`config.mk`:
```
export PLATFORM = sky130hd
export DESIGN_NAME = asrv32_stage_ctrl
export DESIGN_NICKNAME = d
export VERILOG_FILES = /design/src/rtl/asrv32_stage_ctrl.sv
export SDC_FILE = /design/constraint.sdc
export NUM_CORES = 1
export LEC_CHECK = 0
export ABC_CLOCK_PERIOD_IN_PS = 1900
export BUFFER_PORTS_ARGS = -buffer_cell sky130_fd_sc_hd__buf_2
export CAP_MARGIN = 10
export CORE_AREA = 10 10 74 76
export CTS_BUF_LIST = sky130_fd_sc_hd__clkbuf_8
export CTS_CLUSTER_DIAMETER = 150
export DETAILED_ROUTE_END_ITERATION = 7
export DIE_AREA = 0 0 84 86
export MAX_ROUTING_LAYER = met4
export PLACE_DENSITY = 0.86
export SYNTH_ARGS = -nofsm -noshare
export SYNTH_HDL_FRONTEND = slang
export SYNTH_SLANG_ARGS = --single-unit
```
`constraint.sdc`:
```
create_clock -name i_clk -period 1.9 [get_ports i_clk]
set_input_delay 0.095 -clock i_clk [delete_from_list [all_inputs] [get_ports i_clk]]
set_output_delay 0.095 -clock i_clk [all_outputs]
set_load 0.01 [all_outputs]
```
`src/rtl/asrv32_stage_ctrl.sv`:
```
// Multi-cycle stage sequencer for the asrv32 core: IDLE/FETCH/DECODE/EXECUTE/MEMORY/WRITEBACK.
// Optional macro ASRV32_MEM_SKIP_EN lets non-memory instructions bypass the MEMORY stage.
module asrv32_stage_ctrl #(
    parameter int unsigned DMEM_TIMEOUT = 15
) (
    input  logic        i_clk,
    input  logic        i_rst_n,
    input  logic        i_start,
    input  logic        i_imem_ack,
    input  logic        i_is_mem,
    input  logic        i_dmem_ack,
    input  logic        i_stall,
    input  logic        i_flush,
    output logic        o_fetch_en,
    output logic        o_decode_en,
    output logic        o_alu_en,
    output logic        o_mem_en,
    output logic        o_wb_en,
    output logic [2:0]  o_stage,
    output logic [31:0] o_instret,
    output logic        o_bus_err
);

    localparam logic [2:0] S_IDLE      = 3'd0;
    localparam logic [2:0] S_FETCH     = 3'd1;
    localparam logic [2:0] S_DECODE    = 3'd2;
    localparam logic [2:0] S_EXECUTE   = 3'd3;
    localparam logic [2:0] S_MEMORY    = 3'd4;
    localparam logic [2:0] S_WRITEBACK = 3'd5;

    localparam logic [7:0] TMO_LAST = 8'(DMEM_TIMEOUT - 1);

    // Handshake: a data access is outstanding while in MEMORY with i_is_mem high;
    // it completes on the first cycle i_dmem_ack is seen high, which beats a timeout.
    logic [2:0]  state_q;
    logic [2:0]  state_d;
    logic [7:0]  tmo_cnt_q;
    logic [31:0] instret_q;
    logic        mem_wait;
    logic        tmo_hit;
    logic        flushable;
    logic        commit;

    assign mem_wait  = (state_q == S_MEMORY) && i_is_mem && !i_dmem_ack && !i_stall && !i_flush;
    assign tmo_hit   = mem_wait && (tmo_cnt_q == TMO_LAST);
    assign flushable = (state_q == S_FETCH) || (state_q == S_DECODE) || (state_q == S_EXECUTE) ||
                       (state_q == S_MEMORY) || (state_q == S_WRITEBACK);
    // A flush in WRITEBACK still retires the instruction.
    assign commit    = (state_q == S_WRITEBACK) && (i_flush || !i_stall);

    always_comb begin
        state_d = state_q;
        if (i_flush && flushable) begin
            state_d = S_FETCH;
        end else if (i_stall) begin
            state_d = state_q;
        end else begin
            case (state_q)
                S_FETCH:     if (i_imem_ack) state_d = S_DECODE;
                S_DECODE:    state_d = S_EXECUTE;
`ifdef ASRV32_MEM_SKIP_EN
                S_EXECUTE:   state_d = i_is_mem ? S_MEMORY : S_WRITEBACK;
`else
                S_EXECUTE:   state_d = S_MEMORY;
`endif
                S_MEMORY: begin
                    if (!i_is_mem || i_dmem_ack) state_d = S_WRITEBACK;
                    else if (tmo_hit)            state_d = S_FETCH;
                end
                S_WRITEBACK: state_d = i_start ? S_FETCH : S_IDLE;
                default:     state_d = i_start ? S_FETCH : S_IDLE;
            endcase
        end
    end

    always_ff @(posedge i_clk or negedge i_rst_n) begin
        if (!i_rst_n) begin
            state_q   <= S_IDLE;
            tmo_cnt_q <= 8'd0;
            instret_q <= 32'd0;
        end else begin
            state_q <= state_d;
            // Counter is held at zero outside MEMORY so every entry starts fresh.
            if (state_q != S_MEMORY)
                tmo_cnt_q <= 8'd0;
            else if (mem_wait)
                tmo_cnt_q <= tmo_cnt_q + 8'd1;
            if (commit)
                instret_q <= instret_q + 32'd1;
        end
    end

    assign o_fetch_en  = (state_q == S_FETCH)     && !i_stall;
    assign o_decode_en = (state_q == S_DECODE)    && !i_stall;
    assign o_alu_en    = (state_q == S_EXECUTE)   && !i_stall;
    assign o_mem_en    = (state_q == S_MEMORY)    && !i_stall;
    assign o_wb_en     = (state_q == S_WRITEBACK) && !i_stall;
    assign o_stage     = state_q;
    assign o_instret   = instret_q;
    assign o_bus_err   = tmo_hit;

endmodule

```
==> results of run 1 <==
-- layout make-up --
cell class              count  area, µm²
fillers                   307       1301
flip-flops and latches     43       1076
inverters                   4      15.01
multi-input cells         154       1101
well taps                  50      62.56
clock inverters             3      43.79
clock buffers               5      68.82
repair buffers             56      302.8
-- metal layers --
| layer | vias to the layer above | track usage [%] | share of wire, % |
|---|---|---|---|
| li1 | 829 | - | - |
| met1 | 859 | 16.60 | 44 |
| met2 | 73 | 22.44 | 49 |
| met3 | 8 | 4.447 | 5.8 |
| met4 | 0 | 5.479 | 1.8 |
| met5 | - | - | 0 |
-- registers in the layout, indices dropped and copies added, names as in the netlist --
signal / cells
tmo_cnt_q: 8
o_instret: 32
o_stage: 3
-- kinds of logic after synthesis --
logic type	Yosys count	share of synthesized area (%)
mux	2	0.9615
flops	43	48.64
xor+xnor	37	14.99
simple gates	99	27.04
compound gates	13	4.299
fa+ha+maj	3	1.697
buf+inv	10	2.375
-- cells in the final DEF, fill, tap and decap left out, types with 2 or more instances in the layout --
cell type and instances:
nor2b_1 2, and2_2 2, and3_1 3, nor3_1 7, buf_4 7, dfrtp_1 43, nand4_1 7, nand2_1 19
nand3_1 15, o211ai_1 3, xor2_1 12, xnor2_1 24, ha_1 3, clkbuf_8 5, inv_1 4, buf_2 48
nor4_4 3, nand2b_1 2, a21oi_1 2, nor4_2 2, nor2_1 21
-- power by group --
| group | leakage (µW) | switching [µW] | internal (µW) | total [µW] |
|---|---|---|---|---|
| clock | 0.0000581 | 324 | 392 | 716 |
| combinational | 0.000645 | 249 | 205 | 454 |
| sequential | 0.000580 | 78.8 | 970 | 1050 |
-- worst max-delay path: stages, from the launching register on --
cell	delay [ns]
dfrtp_1	0.51
or3b_4	0.52
o21bai_1	0.15
a21o_2	0.20
mux2i_1	0.21
a31oi_1	0.10
-- timing repair --
action                                  in CTS  in global routing
gates resized for setup                      1                  3
hold buffers                                 1                  0
pin swaps                                    0                  0
hold endpoints to repair                    38                  0
setup buffers                                0                  0
endpoints found under the setup margin       6                 12
-- through the flow --
| step | total power, µW | instance area [µm²] | setup slack (ns) | cells | TNS (ns) |
|---|---|---|---|---|---|
| 3_3_place_gp | 1505 | 2530 | 0.05241 | 306 | 0 |
| 5_1_grt | 2327 | 2670 | 0.008321 | 315 | 0 |
| 6_report | 2219 | 2670 | 0.08260 | 315 | 0 |
| 4_1_cts | 2240 | 2659 | 0.04610 | 315 | 0 |
| 2_1_floorplan | 1331 | 2212 | 0.2370 | 207 | 0 |
| 3_5_place_dp | 1516 | 2530 | -0.05321 | 306 | -0.1434 |
-- worst paths after layout --
| kind | endpoint | cells after the start | start |
|---|---|---|---|
| setup / recovery | o_stage[0]$_DFFE_PN0P_ | 5 | o_stage[2]$_DFFE_PN0P_ |
| max in group asynchronous | tmo_cnt_q[3]$_DFFE_PN0P_ | 3 | i_rst_n |
| hold / removal | o_stage[0]$_DFFE_PN0P_ | 3 | i_flush |
| min in group asynchronous | o_instret[27]$_DFFE_PN0P_ | 2 | i_rst_n |
| setup reg to reg | o_stage[0]$_DFFE_PN0P_ | 5 | o_stage[2]$_DFFE_PN0P_ |
| hold reg to reg | o_instret[4]$_DFFE_PN0P_ | 1 | o_instret[4]$_DFFE_PN0P_ |
==> impl_metrics.json, run 1 <==
{
  "gp_congestion": 0.8225,
  "grt_max_degree": 40,
  "synth_seq_cells": 43,
  "criticalPathCategory": "flop to flop",
  "drt_iter0_drc": 120,
  "cp.arrival_ns": 1.98,
  "numPortBuffers": 48,
  "cp-start-kind": "flop",
  "slew_violations": 0,
  "overflow": 0,
  "synth_edf_count": 0,
  "syn-mean-instance-area_um2": 10.69,
  "antenna_found_initial": 0,
  "vdd_ir_drop_max_v": 0.0005896,
  "yosysSeqAreaShare_pct": 48.64,
  "synthArstFlopShare_pct": 100.0,
  "fin_crit_ns": 1.817,
  "worstMarginPinSlew_ns": 0.8356,
  "maxCapViolations": 0,
  "ys_warn_count": 0,
  "netlist.area_leader.share_pct": 48.64,
  "report.final.hold_viol_count": 0,
  "cts_max_level": 2,
  "period_share_pct": 95.65,
  "rows": 23,
  "finalSetupViolations": 0,
  "reg2reg_setup_slack_ns": 0.08,
  "hold_slack_ns": 0.1623,
  "path_max_fanout": 13,
  "wire_per_inst_um": 15.65,
  "dieArea_um2": 7224,
  "die_x_um": 84,
  "fin_skew_ns": 0.01161,
  "die_h_um": 86,
  "clockBufferDepth": 2,
  "outcome": "finished clean",
  "dp_hpwl_mm": 3.662,
  "max_slew_margin_pct": 44.29,
  "area_delta_synth_final_pct": 20.70,
  "drive_above_1_share_pct": 31.32,
  "vias_per_cell": 5.616,
  "power_leakage_uw": 0.001283,
  "clk_latency_ns": 0.30,
  "clkSinkCount": 43,
  "groute.usage.overall_pct": 14.21,
  "cts_root_buf": "clkbuf_8",
  "nets": 275,
  "clk_pin_slew_ns": 0.08,
  "wl_mm": 4.931,
  "ant_nets": 0,
  "grt_pass1_vias": 1822,
  "max_freq_mhz": 550.2,
  "synthTopCellsByCount": "43 x dfrtp_1, 24 x xnor2_1, 21 x nor2_1",
  "syn_inst": 207,
  "drc": 0,
  "numCtsBuffers": 5,
  "synthesis.area_um2": 2212,
  "cp.required_ns": 2.06,
  "via_count": 1769,
  "yosys.area.top_type": "dfrtp_1",
  "ios": 49,
  "drt_pass1_iterations": 4,
  "diodes": 0,
  "grt_pass1_wl_mm": 8.431,
  "cts_tree": "built",
  "endpoint_kind": "flop",
  "synth_top_flop_cell": "dfrtp_1",
  "ys_types": 48,
  "hold_class": "input pin to flop",
  "syn_nets": 218,
  "fin_util_pct": 67.23,
  "p_per_area_nw_per_um2": 831.0,
  "synth.area.top_cells": "dfrtp_1 49%, xnor2_1 9.5%, xor2_1 4.8%",
  "synth.most_common_cell": "dfrtp_1",
  "start_util_pct": 55.70,
  "core_area_um2": 3971,
  "rsz0062_at_grt": "no"
}
Note: power is estimated with default switching activity, not from simulation.
==> inputs of run 2 (changes only) <==
Settings changed: SETUP_SLACK_MARGIN from default to 0.1.
==> impl_metrics.json, run 2 (synthesis gave the netlist of run 1 again) <==
{
  "fin_skew_ns": 0.01349,
  "drc": 0,
  "via_count": 1768,
  "dp_hpwl_mm": 3.662,
  "period_share_pct": 91.28,
  "area_delta_synth_final_pct": 23.42,
  "largest_register_ffs": 32,
  "worstMarginPinSlew_ns": 0.8461,
  "die_x_um": 84,
  "clockBufferDepth": 2,
  "hold_class": "input pin to flop",
  "path_max_fanout": 9,
  "vias_per_cell": 5.542,
  "drt_pass1_iterations": 4,
  "cts_root_buf": "clkbuf_8",
  "die_h_um": 86,
  "maxCapViolations": 0,
  "groute.usage.overall_pct": 14.21,
  "fin_crit_ns": 1.734,
  "max_slew_margin_pct": 43.59,
  "fin_util_pct": 68.75,
  "placed_area_um2": 2530,
  "grt_pass1_vias": 1821,
  "cp-start-kind": "flop",
  "clkSinkCount": 43,
  "rows": 23,
  "fillers": 297,
  "wl_mm": 5.061,
  "clk_latency_ns": 0.30,
  "cp.required_ns": 2.07,
  "drt_iter0_drc": 132,
  "cts_tree": "built",
  "ant_nets": 0,
  "numCtsBuffers": 5,
  "ios": 49,
  "fin_cells": 319,
  "slew_violations": 0,
  "report.final.hold_viol_count": 0,
  "diodes": 0,
  "start_util_pct": 55.70,
  "grt_max_degree": 40,
  "cp.arrival_ns": 1.91,
  "power_uw": 2239,
  "core_area_um2": 3971,
  "wire_per_inst_um": 15.87,
  "endpoint_kind": "flop",
  "max_freq_mhz": 576.6,
  "cts_max_level": 2,
  "nets": 279,
  "placedCellCount": 306,
  "layout_common_cells": "48 x buf_2, 41 x dfrtp_1, 24 x xnor2_1",
  "final_common_cell": "buf_2",
  "rsz0062_at_grt": "yes",
  "antenna_found_initial": 0,
  "power_leakage_uw": 0.001316,
  "p_per_area_nw_per_um2": 820.2,
  "clk_pin_slew_ns": 0.08,
  "drive_above_1_share_pct": 33.83,
  "r2r_cells": 5,
  "dieArea_um2": 7224,
  "grt_pass1_wl_mm": 8.431,
  "final_area_um2": 2730,
  "outcome": "finished clean",
  "criticalPathCategory": "flop to flop",
  "finalSetupViolations": 0,
  "hold_slack_ns": 0.1498,
  "overflow": 0,
  "vdd_ir_drop_max_v": 0.0005962,
  "min_path_cells": 3,
  "numPortBuffers": 48,
  "gp_congestion": 0.8225
}
[run 2: final timing paths]
| check | startpoint | endpoint | slack, ns |
|---|---|---|---|
| setup reg to reg | o_stage[0]$_DFFE_PN0P_ | o_stage[0]$_DFFE_PN0P_ | 0.17 |
| setup / recovery | o_stage[0]$_DFFE_PN0P_ | o_stage[0]$_DFFE_PN0P_ | 0.17 |
| min in group asynchronous | i_rst_n | o_instret[27]$_DFFE_PN0P_ | 0.45 |
| hold reg to reg | o_instret[4]$_DFFE_PN0P_ | o_instret[4]$_DFFE_PN0P_ | 0.49 |
| max in group asynchronous | i_rst_n | tmo_cnt_q[3]$_DFFE_PN0P_ | 0.84 |
| hold / removal | i_flush | o_stage[0]$_DFFE_PN0P_ | 0.15 |
[run 2: power breakdown]
part,switching (µW),internal [µW]
Sequential,79.5,973
Combinational,255,213
Clock,326,392
[run 2: per-layer routing]
layer	part of all wire [%]	track usage (%)
met1	43	16.60
met2	49	22.44
met3	6.2	4.447
met4	2.1	5.479
met5	0	-
[run 2: cell type report]
class	count	area, µm²	share of cell area, %
sequential	43	1079	39.50
tap	50	62.56	2.291
clock inverter	3	43.79	1.604
timing repair buffer	60	332.8	12.19
inverter	4	15.01	0.5500
multi-input combinational	154	1129	41.34
clock buffer	5	68.82	2.521
[run 2: repair_timing]
action | CTS | global route
resized for setup | 4 | 8
setup endpoints to repair | 14 | 24
hold buffers | 1 | 0
pin swaps | 1 | 4
endpoints found under the hold margin | 38 | 0
buffers inserted | 0 | 4
[run 2: stage by stage]
stage          setup WS (ns)  setup TNS, ns
4_1_cts               0.1193              0
3_5_place_dp        -0.05321        -0.1434
6_report              0.1656              0
3_3_place_gp         0.05241              0
5_1_grt              0.08370              0
2_1_floorplan         0.2370              0
[run 2: worst max-delay path, stage by stage, from the launching register on]
cell	delay, ns
dfrtp_2	0.48
or3b_4	0.49
o21bai_1	0.19
a21o_4	0.18
mux2i_1	0.19
a31oi_1	0.10
